### src/rtl/whackamole_pkg.sv
`default_nettype none
// ============================================================================
// Module   : whackamole_pkg
// Purpose  : Shared constants and types for the whack-a-mole display path.
//            It holds the active-low seven-segment codes, the conversion FSM
//            encoding, the digit positions and the double-dabble step helper.
// Ports    : none (package)
// Revision : 1.0 - initial release
// ============================================================================
package whackamole_pkg;

    localparam int BCD_W = 4;

    // Active-low segment codes, bit order {g,f,e,d,c,b,a}
    localparam logic [6:0] SEG_0     = 7'b1000000;
    localparam logic [6:0] SEG_1     = 7'b1111001;
    localparam logic [6:0] SEG_2     = 7'b0100100;
    localparam logic [6:0] SEG_3     = 7'b0110000;
    localparam logic [6:0] SEG_4     = 7'b0011001;
    localparam logic [6:0] SEG_5     = 7'b0010010;
    localparam logic [6:0] SEG_6     = 7'b0000010;
    localparam logic [6:0] SEG_7     = 7'b1111000;
    localparam logic [6:0] SEG_8     = 7'b0000000;
    localparam logic [6:0] SEG_9     = 7'b0010000;
    localparam logic [6:0] SEG_BLANK = 7'b1111111;

    typedef enum logic [1:0] {
        IDLE   = 2'd0,
        SHIFT  = 2'd1,
        UPDATE = 2'd2
    } conv_state_t;

    // Digit positions; position 0 is the rightmost digit on the board
    localparam logic [1:0] DIG_SCORE_ONES = 2'd0;
    localparam logic [1:0] DIG_SCORE_TENS = 2'd1;
    localparam logic [1:0] DIG_TIME_ONES  = 2'd2;
    localparam logic [1:0] DIG_TIME_TENS  = 2'd3;

    // One double-dabble iteration on a two-nibble BCD value: adjust every
    // nibble that is 5 or more by +3, then shift the next binary bit in.
    function automatic logic [7:0] dabble_step(input logic [7:0] bcd,
                                               input logic       bit_in);
        logic [3:0] lo;
        logic [3:0] hi;
        lo = bcd[3:0];
        hi = bcd[7:4];
        if (lo >= 4'd5) lo = lo + 4'd3;
        if (hi >= 4'd5) hi = hi + 4'd3;
        return {hi[2:0], lo, bit_in};
    endfunction

endpackage : whackamole_pkg
`default_nettype wire

### src/rtl/seven_seg_decoder.sv
`default_nettype none
// ============================================================================
// Module   : seven_seg_decoder
// Purpose  : Combinational BCD to active-low seven-segment decoder.
//            Codes 10..15 are not decimal digits and produce a blank digit.
// Ports    : bcd  in  4  BCD digit
//            seg  out 7  active-low segments {g,f,e,d,c,b,a}
// Revision : 1.0 - initial release
// ============================================================================
module seven_seg_decoder
    import whackamole_pkg::*;
(
    input  logic [BCD_W-1:0] bcd,
    output logic [6:0]       seg
);

    always_comb begin
        seg = SEG_BLANK;
        case (bcd)
            4'd0:    seg = SEG_0;
            4'd1:    seg = SEG_1;
            4'd2:    seg = SEG_2;
            4'd3:    seg = SEG_3;
            4'd4:    seg = SEG_4;
            4'd5:    seg = SEG_5;
            4'd6:    seg = SEG_6;
            4'd7:    seg = SEG_7;
            4'd8:    seg = SEG_8;
            4'd9:    seg = SEG_9;
            default: seg = SEG_BLANK;
        endcase
    end

endmodule : seven_seg_decoder
`default_nettype wire

### src/rtl/score_display.sv
`default_nettype none
// ============================================================================
// Module   : score_display
// Purpose  : Four-digit multiplexed seven-segment driver. It converts score
//            and seconds-remaining to BCD with a sequential double-dabble
//            engine and scans the digits onto a common-anode display.
// Ports    : clock          in  1  system clock
//            reset          in  1  asynchronous active-low reset
//            scanTick       in  1  single-cycle pulse advancing the digit scan
//            displayEnable  in  1  low blanks every digit
//            score          in  6  score value 0..63
//            timeLeft       in  6  seconds remaining 0..63
//            anode          out 4  active-low digit selects, bit 0 rightmost
//            segment        out 7  active-low segments {g,f,e,d,c,b,a}
//            busy           out 1  high while a conversion is in progress
// Revision : 1.0 - initial release
// ============================================================================
module score_display
    import whackamole_pkg::*;
#(
    parameter int SCAN_DIGITS = 4
) (
    input  logic       clock,
    input  logic       reset,
    input  logic       scanTick,
    input  logic       displayEnable,
    input  logic [5:0] score,
    input  logic [5:0] timeLeft,
    output logic [3:0] anode,
    output logic [6:0] segment,
    output logic       busy
);

    conv_state_t      state;
    logic [5:0]       snap_score;
    logic [5:0]       snap_time;
    logic             force_conv;
    logic [2:0]       shift_cnt;
    logic [7:0]       bcd_score;
    logic [7:0]       bcd_time;
    logic [BCD_W-1:0] digits [SCAN_DIGITS];
    logic [1:0]       scan_idx;

    logic             input_changed;
    logic [2:0]       bit_sel;
    logic [BCD_W-1:0] cur_digit;
    logic [6:0]       cur_seg;
    logic             lead_zero;

    assign input_changed = ({score, timeLeft} != {snap_score, snap_time});
    // Bits are taken MSB first from the snapshot, never from the live inputs,
    // so an input change mid-conversion cannot corrupt the result.
    assign bit_sel       = shift_cnt - 3'd1;

    // ------------------------------------------------------------------
    // Conversion FSM
    // ------------------------------------------------------------------
    always_ff @(posedge clock or negedge reset) begin
        if (!reset) begin
            state      <= IDLE;
            snap_score <= '0;
            snap_time  <= '0;
            force_conv <= 1'b1;
            shift_cnt  <= '0;
            bcd_score  <= '0;
            bcd_time   <= '0;
            busy       <= 1'b0;
            for (int i = 0; i < SCAN_DIGITS; i++) begin
                digits[i] <= '0;
            end
        end else begin
            case (state)
                IDLE: begin
                    busy <= 1'b0;
                    if (input_changed || force_conv) begin
                        state      <= SHIFT;
                        snap_score <= score;
                        snap_time  <= timeLeft;
                        bcd_score  <= '0;
                        bcd_time   <= '0;
                        shift_cnt  <= 3'd6;
                        force_conv <= 1'b0;
                        busy       <= 1'b1;
                    end
                end
                SHIFT: begin
                    busy      <= 1'b1;
                    bcd_score <= dabble_step(bcd_score, snap_score[bit_sel]);
                    bcd_time  <= dabble_step(bcd_time,  snap_time[bit_sel]);
                    shift_cnt <= shift_cnt - 3'd1;
                    if (shift_cnt == 3'd1) begin
                        state <= UPDATE;
                    end
                end
                UPDATE: begin
                    // busy stays high through this edge and drops on the
                    // first IDLE cycle that does not start a new conversion.
                    busy                   <= 1'b1;
                    digits[DIG_SCORE_ONES] <= bcd_score[3:0];
                    digits[DIG_SCORE_TENS] <= bcd_score[7:4];
                    digits[DIG_TIME_ONES]  <= bcd_time[3:0];
                    digits[DIG_TIME_TENS]  <= bcd_time[7:4];
                    state                  <= IDLE;
                end
                default: begin
                    state <= IDLE;
                    busy  <= 1'b0;
                end
            endcase
        end
    end

    // ------------------------------------------------------------------
    // Digit scan index, free-running on scanTick
    // ------------------------------------------------------------------
    always_ff @(posedge clock or negedge reset) begin
        if (!reset) begin
            scan_idx <= '0;
        end else if (scanTick) begin
            scan_idx <= (scan_idx == 2'(SCAN_DIGITS - 1)) ? 2'd0 : scan_idx + 2'd1;
        end
    end

    // ------------------------------------------------------------------
    // Digit mux, decode and leading-zero blanking
    // ------------------------------------------------------------------
    assign cur_digit = digits[scan_idx];

    seven_seg_decoder u_decoder (
        .bcd (cur_digit),
        .seg (cur_seg)
    );

    assign lead_zero = ((scan_idx == DIG_SCORE_TENS) || (scan_idx == DIG_TIME_TENS))
                       && (cur_digit == '0);

    always_ff @(posedge clock or negedge reset) begin
        if (!reset) begin
            anode   <= 4'b1111;
            segment <= SEG_BLANK;
        end else if (!displayEnable) begin
            anode   <= 4'b1111;
            segment <= SEG_BLANK;
        end else begin
            anode   <= ~(4'b0001 << scan_idx);
            segment <= lead_zero ? SEG_BLANK : cur_seg;
        end
    end

endmodule : score_display
`default_nettype wire

### config.mk
export PLATFORM = sky130hd
export DESIGN_NAME = score_display
export DESIGN_NICKNAME = d
export VERILOG_FILES = /design/src/rtl/whackamole_pkg.sv /design/src/rtl/seven_seg_decoder.sv /design/src/rtl/score_display.sv
export SDC_FILE = /design/constraint.sdc
export NUM_CORES = 1
export LEC_CHECK = 0
export CAP_MARGIN = 25
export CORE_UTILIZATION = 65
export CTS_BUF_LIST = sky130_fd_sc_hd__clkbuf_8
export CTS_CLUSTER_DIAMETER = 150
export DETAILED_ROUTE_END_ITERATION = 7
export HOLD_SLACK_MARGIN = 0.15
export PLACE_DENSITY = 0.91
export SLEW_MARGIN = 10
export SYNTH_ARGS = -nofsm -noshare
export SYNTH_HDL_FRONTEND = slang
export SYNTH_HIERARCHICAL = 1
export SYNTH_SLANG_ARGS = --single-unit
### constraint.sdc
create_clock -name clock -period 5.1 [get_ports clock]
set_input_delay 0.51 -clock clock [delete_from_list [all_inputs] [get_ports clock]]
set_output_delay 0.51 -clock clock [all_outputs]
set_load 0.01 [all_outputs]
# ---- Word level (Yosys, flattened, before mapping)
# Memories as Yosys holds them, arrays and structs flattened.
# Cells that the tools add are included.
dict set report word_totals {
  inputBits 16
  out_inout_bits 12
  elab_cells 74
  ff_bits 64
  n_memories 1
  mem_bits_ro 112
}
dict set report op_classes {
  mux 25
  n_reduce_logical 10
  eq_ne 8
  add_sub_neg 6
  shifts 1
  n_bitwise 2
  magnitude_cmp 6
}
# memory words width read_ports rd_clocked_by_memory_dff write_ports line
set mem_list {}
lappend mem_list {{(name not given)} 16 7 1 0 0 seven_seg_decoder.sv:19} ;# case (bcd)
# op n
set ops {}
lappend ops {{$pmux 8 s2} 2}
lappend ops {{$mux 4} 5}
lappend ops {{$ge 4x3->1 const B} 4}
lappend ops {{$mux 7} 2}
lappend ops {{$ne 12x12->1} 1}
lappend ops {{$mux 3} 3}
lappend ops {{$add 4x2->4 const B} 2}
lappend ops {{$bmux 4 s2} 1}
lappend ops {{$mux 8} 1}
lappend ops {{$add 3x2->3 const B} 2}
lappend ops {{$bmux 1 s3} 2}
lappend ops {{$mux 2} 3}
lappend ops {{$pmux 3 s2} 1}
lappend ops {{$reduce_and 2->1} 3}
lappend ops {{$eq 2x1->1 const B} 2}
lappend ops {{$eq 2x2->1 const B} 2}
lappend ops {{$logic_not 4->1} 1}
lappend ops {{$lt 3x4->1 const B} 1}
lappend ops {{$ne 2x2->1 const B} 2}
lappend ops {{$not 4->4} 1}
lappend ops {{$pmux 2 s2} 1}
lappend ops {{$shl 1x2->4 const A} 1}
lappend ops {{$eq 3x1->1 const B} 1}
lappend ops {{$ge 3x3->1 const B} 1}
lappend ops {{10 further kinds} 13}

# ---- Depth between registers and ports, before layout
dict set report logic_depth {
  word_depth 8
  depth_mapped 8
  mapped_depth_nobuf 7
}

# ---- Hierarchy
# Netlist, hierarchy kept.
# mod area_per_inst_um2 cells_per_inst instances seq_area_each_um2
set by_module_without_submodules {}
lappend by_module_without_submodules {score_display 3251.9 267 1 1616.6}
lappend by_module_without_submodules {seven_seg_decoder 210.2 33 1 0.0}

# ---- Least setup slack after synthesis
# OpenSTA, ideal clock, no wires.
dict set report synth_timing {
  path_type {reg-to-reg}
  start {register scan_idx[0]}
  end {register segment[3]}
  t_required_ps 5016
  setup_ps 84
  path_slack_ps 3019
  stages_incl_launch_ff 8
  period_less_slack_ps 2081
  path_buffers 1
  arrival_time_ps 1997
  cell_sequence {dfrtp_1 -> buf_2 -> mux4_2 -> ha_1 -> or2_1 -> a21oi_2 -> a31oi_1 -> or2_2}
}
dict set report synth_via {
  word_cells_on_any_way 12
  classes_between {eq/ne (2); mux (5); bitwise (1); reduce/logical (3); memory (1)}
}
# item line
set synth_lines {}
lappend synth_lines {{start, declared} score_display.sv:42} ;# logic [1:0] scan_idx;
lappend synth_lines {{start signal, assigned} score_display.sv:120} ;# scan_idx <= (scan_idx == 2'(SCAN_DIGITS - 1)) ? 2'd0 : scan_idx + 2'd1;
lappend synth_lines {{$not 2->3 (implied by the code)} score_display.sv:127} ;# assign cur_digit = digits[scan_idx];
lappend synth_lines {{$bmux 4 s2} score_display.sv:127}
lappend synth_lines {{$mux 4 (implied by the code) (2 in a row)} score_display.sv:127}
lappend synth_lines {{named net cur_digit[0]} score_display.sv:46} ;# logic [BCD_W-1:0] cur_digit;
lappend synth_lines {{$mem_v2 16x7} --}
lappend synth_lines {{named net cur_seg[3]} score_display.sv:47} ;# logic [6:0] cur_seg;
lappend synth_lines {{$mux 7} score_display.sv:146} ;# segment <= lead_zero ? SEG_BLANK : cur_seg;
lappend synth_lines {{$mux 7} score_display.sv:141} ;# end else if (!displayEnable) begin
lappend synth_lines {{end signal, assigned} score_display.sv:146}
lappend synth_lines {{end, declared} score_display.sv:30} ;# output logic [6:0] segment,
# The timed path passes the listed nets, and every way through them passes these cells. The select of a mux whose other input is x is not followed.
# A chain may end at the register's enable or synchronous reset.

# ---- Final worst setup path
dict set report layout_timing {
  start {register state[0]}
  end {register shift_cnt[0]}
}
dict set report layout_via {
  elab_chain_len 3
  word_cells_on_any_way 6
  classes_between {eq/ne (2); mux (1); reduce/logical (3)}
}
# item line
set layout_lines {}
lappend layout_lines {{start, declared} score_display.sv:34} ;# conv_state_t state;
lappend layout_lines {{start signal, assigned} score_display.sv:60} ;# state <= IDLE;
lappend layout_lines {{start signal, assigned} score_display.sv:76} ;# state <= SHIFT;
lappend layout_lines {{start signal, assigned} score_display.sv:92} ;# state <= UPDATE;
lappend layout_lines {{$eq 2x1->1 or $logic_not 2->1 (tied branches)} score_display.sv:72} ;# case (state)
lappend layout_lines {{$reduce_bool 2->1 (no source line) or $ne 2x2->1 (tied branches)} --}
lappend layout_lines {{$reduce_and 2->1 (no source line)} --}
lappend layout_lines {{end signal, assigned} score_display.sv:90} ;# shift_cnt <= shift_cnt - 3'd1;
lappend layout_lines {{end, declared} score_display.sv:38} ;# logic [2:0] shift_cnt;
# Parallel ways exist; a longest one is shown, timed or not.

==> flow_summary.json <==
{
  "rows": 26,
  "r2r_cells": 6,
  "vias": 2321,
  "outcome": "completed",
  "cap_violations": 0,
  "io_buffers": 27,
  "setup_viol": 0,
  "grt_first_pass_wirelength_microns": 10700,
  "worstPathRequired_ns": 5.33,
  "wirelength_microns": 6480,
  "cts_made_buffers": 9,
  "gp_congestion": 0.778,
  "grtUsageMet1_pct": 34.6,
  "cts_tree": "built",
  "ys_dominant_reg_cell": "dfrtp_1",
  "p_clk_share_pct": 14.5,
  "antenna_cells": 0,
  "power_frac_comb_pct": 48.9,
  "worst_setup_path_start_kind": "register",
  "period_share_pct": 54.9,
  "ys_ff_latch": 64,
  "irDropWorstVdd_mv": 0.365,
  "postRouteAntennaNets": 0,
  "grt_pass1_vias": 2301,
  "root_buffer": "clkbuf_8",
  "clk_latency_ns": 0.34,
  "fin_crit_ns": 2.80,
  "hold_buffers": 0,
  "fin_util_pct": 76.8,
  "drv_slew": 0,
  "holdWs_ns": 0.335,
  "slew_headroom_pct": 43.1,
  "nFillCells": 331,
  "synthArstFlopShare_pct": 100,
  "hold_path.class": "input pin to asynchronous set/reset pin",
  "avgRoutedWirePerCell_microns": 16.1,
  "start_util_pct": 67.8,
  "hpwl_microns": 4590,
  "endpoint_kind": "register",
  "p_int_uw": 1540,
  "cp.arrival_ns": 3.03,
  "cts_resized": 0,
  "die_h_microns": 75.0,
  "synth_cell_types": 42,
  "core-area_sq_mm": 0.00511,
  "synthCells": 300,
  "area_delta_synth_final_pct": 13.2,
  "worst_pin_slew_ns": 0.852,
  "max_clock_freq_mhz": 357,
  "io_pins": 28,
  "dr.pass1.iters": 4,
  "p_seq_share_pct": 36.6,
  "worstSetupPathType": "register to register",
  "p_switching_uw": 991,
  "syn-num-nets": 339,
  "clkTransAtPathRegs_ns": 0.06,
  "fin_skew_ns": 0.00714,
  "cts_setup_buffers": 0,
  "mostFrequentLayoutCells": "52 x dfrtp_1, 29 x mux2_2, 26 x clkdlybuf4s50_1",
  "path_max_fanout": 15,
  "nNetsFinal": 366,
  "synth_edf_count": 0,
  "p_leak_uw": 0.00173,
  "top_usage_layer": "met2",
  "powerDensity_mw_per_mm2": 645,
  "antenna_found_initial": 0,
  "track_usage_pct": 26.8,
  "drive_gt1_share_pct": 22.9,
  "cts.htree.levels": 3,
  "yosys_warnings": 6,
  "setup_tns_ns": 0,
  "synth.yosys.seq_area_share_pct": 46.7,
  "dieArea_sq_mm": 0.00562,
  "grt_overflow": 0,
  "grt_max_degree": 65,
  "final_common_cell": "dfrtp_1",
  "power_uw": 2530,
  "netSwitchingFraction_pct": 39.2,
  "syn-mean-instance-area_sq_um": 11.5,
  "hold_violations": 0,
  "cts_sinks": 64,
  "chipWidth_microns": 75.0,
  "rsz0062_at_grt": "false",
  "clk_path_buf_depth": 2,
  "met3_usage_pct": 4.95,
  "drc_errors": 0,
  "syn_area_sq_mm": 0.00346,
  "gr-usage-met2_pct": 43.2,
  "vias_per_cell": 5.77,
  "drt_iter0_drc": 156
}
## power groups by stage
stage	combinational, uW	sequential, uW	clock, uW
6_report	1240	924	367
5_1_grt	1380	955	393
4_1_cts	1240	923	373
3_5_place_dp	1230	932	0
3_3_place_gp	1160	915	0
2_1_floorplan	978	879	0
## layout make-up
class	count	area [sq um]	share of cell area (%)
tap	70	87.6	2.23
timing repair buffer	28	273	6.96
clock inverter	6	27.5	0.702
multi-input combinational	206	1710	43.6
clock buffer	10	138	3.51
sequential	64	1620	41.2
inverter	18	67.6	1.72
## cells in the mapped netlist (2+ instances only)
cell type   n  area [sq um]
a21oi_1    14          70.1
ha_1       23           288
mux2i_1     2          20.0
o21ai_0    18          90.1
nor2b_1     2          12.5
buf_2       3          15.0
nand4_1     2          12.5
or2_2       7          43.8
a22oi_1     3          22.5
o211ai_1    2          15.0
mux4_2      6           135
xnor2_1    16           140
a22o_1      8          70.1
buf_6       2          22.5
dfrtp_1    52          1300
nand2b_1   13          81.3
nand2_1    14          52.6
nor3_1      2          10.0
nor2_1     13          48.8
inv_1      18          67.6
xor2_1      3          26.3
dfstp_2    12           315
nand3_1     8          40.0
a21o_1      5          37.5
mux2_2     29           327
clkbuf_1    6          22.5
o2bb2ai_1   2          17.5
## worst max-delay path: stages (launching register included)
cell and delay [ns]:
dfrtp_1 0.40, inv_1 0.11, ha_1 0.57, or3b_4 0.49
nor4_4 0.42, nor2b_1 0.34, mux2_2 0.34
## kinds of logic (layout without fill, tap and decap cells)
family,after synthesis,in the layout,share of synthesized area [%]
AND/OR/NAND/NOR,68,68,10.9
flip-flops,64,64,46.7
AO/OA/AOI/OAI,59,59,11.5
multiplexers,37,37,13.9
buffers and inverters,30,62,3.90
adder cells (fa/ha/maj),23,23,8.31
XOR/XNOR,19,19,4.81
## sequential cells by signal, indices dropped and copies added, names as in the netlist
signal / count
snap_time: 6
bcd_score: 8
segment: 7
force_conv: 1
shift_cnt: 3
snap_score: 6
bcd_time: 8
busy: 1
state: 2
scan_idx: 2
digits: 16
anode: 4
## metal layers
layer,vias up,wire length [microns]
li1,1097,-
met1,1150,2920
met2,57,3170
met3,17,220
met4,0,172
met5,-,0
## path summary, 6_finish.rpt
check,startpoint,end,slack [ns]
max in group asynchronous,reset,snap_time[1]$_DFFE_PN0P_,4.26
min in group clock,force_conv$_DFFE_PN1P_,force_conv$_DFFE_PN1P_,0.50
min reg2reg,force_conv$_DFFE_PN1P_,force_conv$_DFFE_PN1P_,0.50
max,state[0]$_DFFE_PN0P_,shift_cnt[0]$_DFFE_PN0P_,2.30
max reg2reg,state[0]$_DFFE_PN0P_,shift_cnt[0]$_DFFE_PN0P_,2.30
min,reset,bcd_score[0]$_DFFE_PN0P_,0.33
## per-stage QoR
step | setup slack, ns | cells | area (sq um)
after global routing | 2.14 | 402 | 3920
after global placement | 2.39 | 386 | 3750
after CTS | 2.35 | 402 | 3920
after detailed placement | 2.27 | 386 | 3750
final | 2.30 | 402 | 3920
after floorplan | 3.02 | 300 | 3460
Note: power is estimated with default switching activity, not from simulation.
